[src/rtl/matriz_controlador.sv]
// ---------------------------------------------------------------------------
// matriz_controlador
//
// Sequencer for the matrix coprocessor ALU. It takes one command at a time,
// fetches one or two operand matrices from matrix memory, drives the ALU
// start/done handshake and writes the 200-bit result back to memory. It is
// the only master of both the ALU and the matrix memory.
//
// Optional feature macro: MTX_PERF_CNT_EN
//   defined   -> perf_ops_o counts successfully completed commands (wraps)
//   undefined -> perf_ops_o is tied to zero and no counter flops exist
//
// Ports
//   clk, rst_n          clock (posedge) and asynchronous active-low reset
//   cmd_valid_i         command present
//   cmd_ready_o         high only while idle; accept = valid & ready
//   cmd_opcode_i        ALU opcode (legal 4'h3..4'h7)
//   cmd_addr_a_i/_b_i   source matrix addresses
//   cmd_addr_d_i        destination matrix address
//   cmd_scalar_i        scalar operand
//   mem_addr_o          memory address for read or write
//   mem_rd_en_o         read strobe, data returns one cycle later
//   mem_rdata_i         read data
//   mem_wr_en_o         one-cycle write strobe
//   mem_wdata_o         write data (captured ALU result)
//   alu_opcode_o        latched opcode
//   alu_scalar_o        latched scalar
//   alu_mat_a_o/_b_o    operand registers
//   alu_start_o         level start, held until done or timeout
//   alu_result_i        ALU result
//   alu_done_i          ALU done
//   busy_o              not idle
//   rsp_valid_o         one-cycle completion pulse
//   rsp_error_o         qualified by rsp_valid_o: illegal opcode or timeout
//   perf_ops_o          completed-command counter
// ---------------------------------------------------------------------------
module matriz_controlador #(
    parameter int ADDR_W  = 8,
    parameter int MAT_W   = 200,
    parameter int TIMEOUT = 1023
) (
    input  logic              clk,
    input  logic              rst_n,
    input  logic              cmd_valid_i,
    output logic              cmd_ready_o,
    input  logic [3:0]        cmd_opcode_i,
    input  logic [ADDR_W-1:0] cmd_addr_a_i,
    input  logic [ADDR_W-1:0] cmd_addr_b_i,
    input  logic [ADDR_W-1:0] cmd_addr_d_i,
    input  logic [7:0]        cmd_scalar_i,
    output logic [ADDR_W-1:0] mem_addr_o,
    output logic              mem_rd_en_o,
    input  logic [MAT_W-1:0]  mem_rdata_i,
    output logic              mem_wr_en_o,
    output logic [MAT_W-1:0]  mem_wdata_o,
    output logic [3:0]        alu_opcode_o,
    output logic [7:0]        alu_scalar_o,
    output logic [MAT_W-1:0]  alu_mat_a_o,
    output logic [MAT_W-1:0]  alu_mat_b_o,
    output logic              alu_start_o,
    input  logic [MAT_W-1:0]  alu_result_i,
    input  logic              alu_done_i,
    output logic              busy_o,
    output logic              rsp_valid_o,
    output logic              rsp_error_o,
    output logic [15:0]       perf_ops_o
);

    localparam int CNT_W = $clog2(TIMEOUT + 1);

    typedef enum logic [2:0] {
        IDLE,
        RD_A,
        RD_B,
        CAP,
        EXEC,
        WB,
        RELEASE
    } state_t;

    state_t             state_q, state_d;
    logic               err_q, err_d;
    logic [CNT_W-1:0]   cnt_q, cnt_d;
    logic [ADDR_W-1:0]  addr_a_q, addr_b_q, addr_d_q;
    logic [3:0]         opcode_q;
    logic [7:0]         scalar_q;
    logic [MAT_W-1:0]   mat_a_q, mat_b_q, wdata_q;

    logic accept;
    logic cmd_legal;
    logic two_op;

    assign accept    = (state_q == IDLE) && cmd_valid_i;
    assign cmd_legal = (cmd_opcode_i >= 4'h3) && (cmd_opcode_i <= 4'h7);
    // Opcodes 3..5 read both sources; 6 and 7 work on source A only.
    assign two_op    = (opcode_q >= 4'h3) && (opcode_q <= 4'h5);

    assign alu_opcode_o = opcode_q;
    assign alu_scalar_o = scalar_q;
    assign alu_mat_a_o  = mat_a_q;
    assign alu_mat_b_o  = mat_b_q;
    assign mem_wdata_o  = wdata_q;

    always_ff @(posedge clk or negedge rst_n) begin
        if (!rst_n) begin
            state_q <= IDLE;
            err_q   <= 1'b0;
            cnt_q   <= '0;
        end else begin
            state_q <= state_d;
            err_q   <= err_d;
            cnt_q   <= cnt_d;
        end
    end

    // Next-state and strobe decode. The timeout counter only runs in EXEC
    // and is zero on every entry. alu_done is tested ahead of the timeout
    // so a done arriving on the last allowed cycle still counts as success.
    always_comb begin
        state_d     = state_q;
        err_d       = err_q;
        cnt_d       = '0;
        cmd_ready_o = 1'b0;
        busy_o      = 1'b1;
        mem_addr_o  = '0;
        mem_rd_en_o = 1'b0;
        mem_wr_en_o = 1'b0;
        alu_start_o = 1'b0;
        rsp_valid_o = 1'b0;
        rsp_error_o = 1'b0;
        case (state_q)
            IDLE: begin
                cmd_ready_o = 1'b1;
                busy_o      = 1'b0;
                if (cmd_valid_i) begin
                    if (cmd_legal) begin
                        state_d = RD_A;
                        err_d   = 1'b0;
                    end else begin
                        state_d = RELEASE;
                        err_d   = 1'b1;
                    end
                end
            end
            RD_A: begin
                mem_addr_o  = addr_a_q;
                mem_rd_en_o = 1'b1;
                state_d     = two_op ? RD_B : CAP;
            end
            RD_B: begin
                mem_addr_o  = addr_b_q;
                mem_rd_en_o = 1'b1;
                state_d     = CAP;
            end
            CAP: begin
                state_d = EXEC;
            end
            EXEC: begin
                alu_start_o = 1'b1;
                cnt_d       = cnt_q + 1'b1;
                if (alu_done_i) begin
                    state_d = WB;
                end else if (cnt_q == CNT_W'(TIMEOUT - 1)) begin
                    state_d = RELEASE;
                    err_d   = 1'b1;
                end
            end
            WB: begin
                mem_addr_o  = addr_d_q;
                mem_wr_en_o = 1'b1;
                state_d     = RELEASE;
            end
            RELEASE: begin
                // Hold off the response until the ALU has dropped done, so
                // the next command never sees a stale done.
                if (!alu_done_i) begin
                    rsp_valid_o = 1'b1;
                    rsp_error_o = err_q;
                    state_d     = IDLE;
                end
            end
            default: begin
                state_d = IDLE;
            end
        endcase
    end

    // Command fields are latched at acceptance; operands are captured from
    // the read data one cycle after each read strobe, so a destination equal
    // to a source is safe because both reads finish before WB.
    always_ff @(posedge clk or negedge rst_n) begin
        if (!rst_n) begin
            opcode_q <= '0;
            scalar_q <= '0;
            addr_a_q <= '0;
            addr_b_q <= '0;
            addr_d_q <= '0;
            mat_a_q  <= '0;
            mat_b_q  <= '0;
            wdata_q  <= '0;
        end else begin
            if (accept) begin
                opcode_q <= cmd_opcode_i;
                scalar_q <= cmd_scalar_i;
                addr_a_q <= cmd_addr_a_i;
                addr_b_q <= cmd_addr_b_i;
                addr_d_q <= cmd_addr_d_i;
            end
            if (state_q == RD_B) begin
                mat_a_q <= mem_rdata_i;
            end
            if (state_q == CAP) begin
                if (two_op) begin
                    mat_b_q <= mem_rdata_i;
                end else begin
                    mat_a_q <= mem_rdata_i;
                    mat_b_q <= '0;
                end
            end
            if ((state_q == EXEC) && alu_done_i) begin
                wdata_q <= alu_result_i;
            end
        end
    end

`ifdef MTX_PERF_CNT_EN
    logic [15:0] perf_q;

    // Counts error-free completions; natural 16-bit wrap.
    always_ff @(posedge clk or negedge rst_n) begin
        if (!rst_n) begin
            perf_q <= '0;
        end else if (rsp_valid_o && !rsp_error_o) begin
            perf_q <= perf_q + 16'd1;
        end
    end

    assign perf_ops_o = perf_q;
`else
    assign perf_ops_o = '0;
`endif

endmodule

[config.mk]
export PLATFORM = sky130hd
export DESIGN_NAME = matriz_controlador
export DESIGN_NICKNAME = d
export VERILOG_FILES = /design/src/rtl/matriz_controlador.sv
export SDC_FILE = /design/constraint.sdc
export NUM_CORES = 1
export LEC_CHECK = 0
export CORE_AREA = 5 5 415 417
export CTS_CLUSTER_SIZE = 40
export DETAILED_ROUTE_END_ITERATION = 6
export DIE_AREA = 0 0 420 422
export PLACE_DENSITY = 0.33
export SLEW_MARGIN = 10
export SYNTH_ARGS = -nofsm -noshare
export SYNTH_HDL_FRONTEND = slang
export SYNTH_SLANG_ARGS = --single-unit
export TNS_END_PERCENT = 50
[constraint.sdc]
create_clock -name clk -period 2 [get_ports clk]
set_input_delay 0.5 -clock clk [delete_from_list [all_inputs] [get_ports clk]]
set_output_delay 0.5 -clock clk [all_outputs]
set_load 0.01 [all_outputs]
==> qor.yml, run 1 <==
numPortBuffers: 1066
cts_tree: "done"
gp_congestion: 0.7872
seq_area_frac_synth_pct: 62.65
cap_violations: 0
outcome: "complete, but fails checks"
start_util_pct: 15.42
min_period_over_period_pct: 124.6
area.growth.synth_to_final_pct: 69.45
num-fill-cells: 17960
leakage_nw: 22.14
yosysMostFrequentCell: "nand2_1"
yosys_warnings: 0
violations: "negative setup slack"
post-route-worst-setup-slack_ps: -492.9
fmax_ghz: 0.4011
num_vias: 20700
grt_pass1_vias: 21850
hpwl_um: 96700
ys_top_cells_by_area: "dfrtp_1 63%, nand2_1 15%, mux2_4 10%, o21ai_0 4.1%, mux2_1 2.1%"
grt_max_degree: 80
slew_viol_final: 0
htreeDepth: 3
synthArstFlopShare_pct: 100.0
drive_above_1_share_pct: 16.56
crit_type: "reg2out"
synth_flop_cell: "dfrtp_1"
grt_usage_pct: 13.64
syn_area_sq_um: 25960
drc: 0
via_per_inst: 3.560
required_ps: 1500
wirelength_um: 126000
setup_violations: 17
drtIter0Drc: 1014
nNetsFinal: 3958
final_design_area_no_fill_sq_um: 43990
firstDrtPassIters: 5
cts_buffer_depth: 3
synth-edff-count: 0
clkLatencyLatePin_ps: 690
hp-class: "in2async"
ir_drop_v: 0.0006512
synth_seq_cells: 650
synthCells: 2351
die_w_um: 420
hold_viol: 0
worst_pin_slew_ps: 541.8
dpl_cell_area_sq_um: 40210
synth_cell_type_count: 43
core_area_sq_um: 168300
rsz0062_at_grt: "yes"
cp-start-kind: "register"
numCtsBuffers: 89
grt_overflow_total: 0
clockRootBuffer: "clkbuf_16"
synth_top_cell_by_area: "dfrtp_1"
powerDensity_nw_per_um2: 1624
end_kind: "primary output"
grt_pass1_wl_um: 173500
ys_top_cells_by_count: "1015 x nand2_1, 650 x dfrtp_1, 213 x o21ai_0, 180 x mux2_4, 53 x clkbuf_1"
row_count: 151
final_util_pct: 26.13
synth_top_area_share_pct: 62.65
max-slew-margin-rel_pct: 63.88
antenna_found_initial: 19
ioPinCount: 1083
skew_ps: 20.87
ant_nets: 0
fp.dieH_um: 422
finalCriticalPeriod_ps: 2493
critPathMaxFanout: 6
clock_sinks: 650
clk_pin_slew_ps: 70
worst_ep_arrival_time_ps: 1990
dieArea_sq_um: 177200
finalPower_mw: 71.46
avgSynthCellArea_sq_um: 11.04
routedWlPerCell_um: 21.66
## timing repair
action / CTS / global route
setup endpoints to repair: 765 / 470
gates resized for setup: 729 / 242
hold buffers: 1 / 0
buffers inserted: 10 / 5
pin swaps: 10 / 7
gates cloned: 0 / 10
hold endpoints to repair: 128 / 0
## metal layers
layer | global-route usage (%) | vias to the layer above | part of all wire [%]
li1 | - | 9924 | -
met1 | 15.16 | 10030 | 38
met2 | 24.52 | 596 | 52
met3 | 4.435 | 152 | 6.6
met4 | 4.311 | 2 | 2.9
met5 | 0 | - | 0.010
## cells by family (layout without fill, tap and decap cells)
group | Yosys count | in the layout | share of synthesized area [%]
simple gates | 1053 | 1053 | 15.48
flops | 650 | 650 | 62.65
compound gates | 239 | 239 | 4.829
mux | 237 | 237 | 12.88
buf+inv | 163 | 1384 | 3.846
xor+xnor | 6 | 6 | 0.2024
fa+ha+maj | 2 | 2 | 0.09637
other cells | 1 | 26 | 0.01444
## final cells by class
class / count / area, sq um / share of cell area, %
Clock inverter: 37 / 417.9 / 0.9499
Multi-Input combinational cell: 1553 / 8975 / 20.40
Clock buffer: 125 / 2606 / 5.924
Sequential cell: 650 / 16280 / 37.00
Timing Repair Buffer: 1216 / 12890 / 29.30
Tap cell: 2218 / 2775 / 6.308
Antenna cell: 10 / 25.02 / 0.05688
Inverter: 6 / 27.53 / 0.06257
## state kept, by name (all words and copies together), names as in the netlist, 4 cells and up
register,count
alu_mat_a_o,200
alu_mat_b_o,200
mem_wdata_o,200
cnt_q,10
addr_a_q,8
addr_b_q,8
addr_d_q,8
alu_scalar_o,8
alu_opcode_o,4
## metrics by stage
step	hold slack [ps]	TNS, ps	std cells	setup WS (ps)
finish	280.6	-5500	5815	-492.9
global route	218.1	-11250	5812	-632.5
CTS	198.2	-46130	5791	-681.1
detailed placement	404.4	-23330	5621	-530.8
global placement	407.1	-23860	5621	-522.6
floorplan	204.4	0	2366	158.1
## where the power goes
part           internal, mW  switching, mW  leakage (nW)
sequential             19.3           3.39          8.11
clock                  10.1           6.50          1.50
combinational          16.1           16.0          12.5
total                  45.6           25.9          22.1
## critical path, stage by stage, from the launching register on
cell and delay (ps):
dfrtp_2 420, nor2b_4 220, buf_8 170, a22oi_2 80
o21ai_4 230, buf_6 160
## cell usage in the layout, fill, tap and decap left out, drive strengths merged, types with 3 or more instances in the layout
| cell type | n |
|---|---|
| a21oi | 8 |
| a22oi | 8 |
| and3 | 3 |
| buf | 163 |
| bufinv | 8 |
| clkbuf | 135 |
| clkdlybuf4s15 | 104 |
| clkdlybuf4s50 | 438 |
| clkinv | 23 |
| clkinvlp | 4 |
| conb | 16 |
| dfrtp | 650 |
| diode | 10 |
| dlygate4sd2 | 337 |
| dlymetal6s2s | 163 |
| inv | 8 |
| mux2 | 236 |
| nand2 | 1015 |
| nand2b | 3 |
| nand3 | 7 |
| nor2 | 14 |
| o21ai | 213 |
| xor2 | 5 |
## final timing paths
| check | slack [ps] | end | start | depth (start not counted) |
|---|---|---|---|---|
| max | -490 | mem_addr_o[2] | state_q[1] | 5 |
| max reg2reg | -10 | alu_mat_a_o[138] | state_q[2] | 9 |
| min | 280 | alu_mat_a_o[72] | rst_n | 2 |
| max in group asynchronous | 910 | alu_mat_a_o[155] | rst_n | 4 |
| min in group clk | 330 | mem_wdata_o[48] | alu_result_i[48] | 3 |
| min reg2reg | 470 | mem_wdata_o[32] | mem_wdata_o[32] | 2 |
Power figures use the tool's default switching activity.
==> run 2, diff against run 1 <==
Settings changed: CELL_PAD_IN_SITES_DETAIL_PLACEMENT set to 0, CELL_PAD_IN_SITES_GLOBAL_PLACEMENT set to 2, HOLD_SLACK_MARGIN set to 0.05, PLACE_DENSITY 0.33 to 0.5.
==> run 2 against run 1 <==
  * The run still ends with negative setup slack left
  * Worst hold slack improved by 50 ps
  * Via count rose by 0.59%
  * Sequential cell count unchanged
  * Die area unchanged
  * Fmax increased by 4.5%
  * Largest power group unchanged
  * Non-clock buffer count is 32 higher
  * Clock-buffer cell count rose by 7
  * Sequential power hardly changed
==> qor.yml, run 2 (same netlist as run 1, synthesis figures left out) <==
outcome: "complete, but fails checks"
grt_max_degree: 71  # -11%
worst_hold_slack_ps: 330.2  # +49.53 ps
clk_pin_slew_ps: 60  # about the same
grt_usage_pct: 13.76  # +0.13 points
layout_commonest_cell: "nand2_1"
slew_viol_final: 0  # unchanged
clock_sinks: 650  # unchanged
wirelength_um: 129000  # +2.4%
worst_ep_arrival_time_ps: 1890  # -100 ps
clockRootBuffer: "clkbuf_16"
most-common-layout-cells: "1005 x nand2_1, 645 x dfrtp_1, 460 x dlygate4sd2_1"
drive_above_1_share_pct: 16.14  # -0.42 points
hp-class: "in2async"
final_util_pct: 25.82  # -0.31 points
powerDensity_nw_per_um2: 1620  # -0.24%
hold_viol: 0  # unchanged
cts_buffer_depth: 3  # unchanged
dieArea_sq_um: 177200  # unchanged
dp_worst_setup_slack_ps: -432.5  # +98.35 ps
grt_pass1_vias: 22120  # +1.2%
row_count: 151  # unchanged
ir_drop_v: 0.0005742  # -12%
placed_cells: 5644  # +0.41%
finalNonFillerCells: 5837  # +0.38%
setup_violations: 118  # +101
end_kind: "primary output"
finalCriticalPeriod_ps: 2385  # -107.6 ps
routedWlPerCell_um: 22.10  # +2.0%
via_per_inst: 3.568  # +0.21%
finalPower_mw: 70.44  # -1.4%
fmax_ghz: 0.4192  # +4.5%
cts_tree: "done"
fp.dieH_um: 422  # unchanged
post-route-worst-setup-slack_ps: -385.3  # +107.6 ps
min_period_over_period_pct: 119.3  # -5.4 points
clkLatencyLatePin_ps: 690  # about the same
htreeDepth: 3  # unchanged
ioPinCount: 1083  # unchanged
violations: "negative setup slack"
start_util_pct: 15.42  # unchanged
cp-start-kind: "register"
drtIter0Drc: 901  # -11%
grt_overflow_total: 0  # unchanged
nNetsFinal: 3990  # +0.81%
cap_violations: 0  # unchanged
firstDrtPassIters: 4  # -1
skew_ps: 21.40  # +0.5324 ps
drc: 0  # unchanged
hpwl_um: 98790  # +2.2%
ant_nets: 0  # unchanged
required_ps: 1500  # about the same
num_vias: 20830  # +0.59%
core_area_sq_um: 168300  # unchanged
leakage_nw: 21.38  # -3.4%
grt_pass1_wl_um: 175300  # +1.1%
critPathMaxFanout: 7  # +1
gp_congestion: 0.7888  # +0.20%
numCtsBuffers: 89  # unchanged
numPortBuffers: 1066  # unchanged
antenna_found_initial: 19  # unchanged
area.growth.synth_to_final_pct: 67.45
die_w_um: 420  # unchanged
rsz0062_at_grt: "yes"
crit_type: "reg2out"
[run 2: layout make-up]
cell class | count | area [sq um]
inverter | 6 | 27.53
antenna | 12 | 30.03
clock inverter | 18 | 267.8
multi-input combinational | 1553 | 8926
sequential | 650 | 16270
clock buffer | 132 | 2609
tap | 2218 | 2775
timing repair buffer | 1248 | 12570
fill | 18040 | 124900
[run 2: routing by layer]
layer | vias to the layer above | GRT usage, % | wire length, um
met2 | 635 | 24.08 | 65590
met3 | 170 | 4.647 | 9443
met5 | - | 0 | 48
li1 | 9970 | - | -
met4 | 8 | 5.235 | 3964
met1 | 10040 | 15.41 | 49940
[run 2: critical path: stages, from the launching register on]
cell and delay [ps]:
dfrtp_2 450, nor2b_4 150, buf_6 140, buf_6 110, a22oi_2 110, o21ai_1 90, buf_4 160
[run 2: timing repair]
action / 4_1_cts / 5_1_grt
resized for setup: 721 / 161
cloned: 0 / 11
pin swaps: 5 / 11
buffers inserted: 6 / 15
hold endpoints to repair: 128 / 0
hold buffers: 1 / 0
endpoints found under the setup margin: 669 / 366
[run 2: where the power goes]
part | switching [mW] | internal [mW] | total (mW) | leakage (nW)
registers | 3.51 | 19.3 | 22.8 | 8.12
clock network | 6.41 | 9.61 | 16.0 | 1.42
logic | 16.1 | 15.5 | 31.6 | 11.8
[run 2: path summary, 6_finish.rpt]
path | startpoint | to | slack (ps) | depth (start not counted)
hold reg to reg | mem_wdata_o[148] | mem_wdata_o[148] | 460 | 2
setup / recovery | state_q[1] | mem_addr_o[5] | -390 | 6
hold / removal | rst_n | alu_mat_b_o[143] | 330 | 2
min in group clk | alu_result_i[49] | mem_wdata_o[49] | 350 | 3
max in group asynchronous | rst_n | alu_mat_a_o[14] | 710 | 4
setup reg to reg | state_q[0] | alu_mat_a_o[108] | -70 | 8
[run 2: metrics by stage]
step	setup TNS, ps	instance area, sq um
after CTS	-24190	42620
after detailed placement	-8138	40210
after floorplan	0	26020
final	-7796	43470
after global routing	-17260	43470
after global placement	-6405	40210
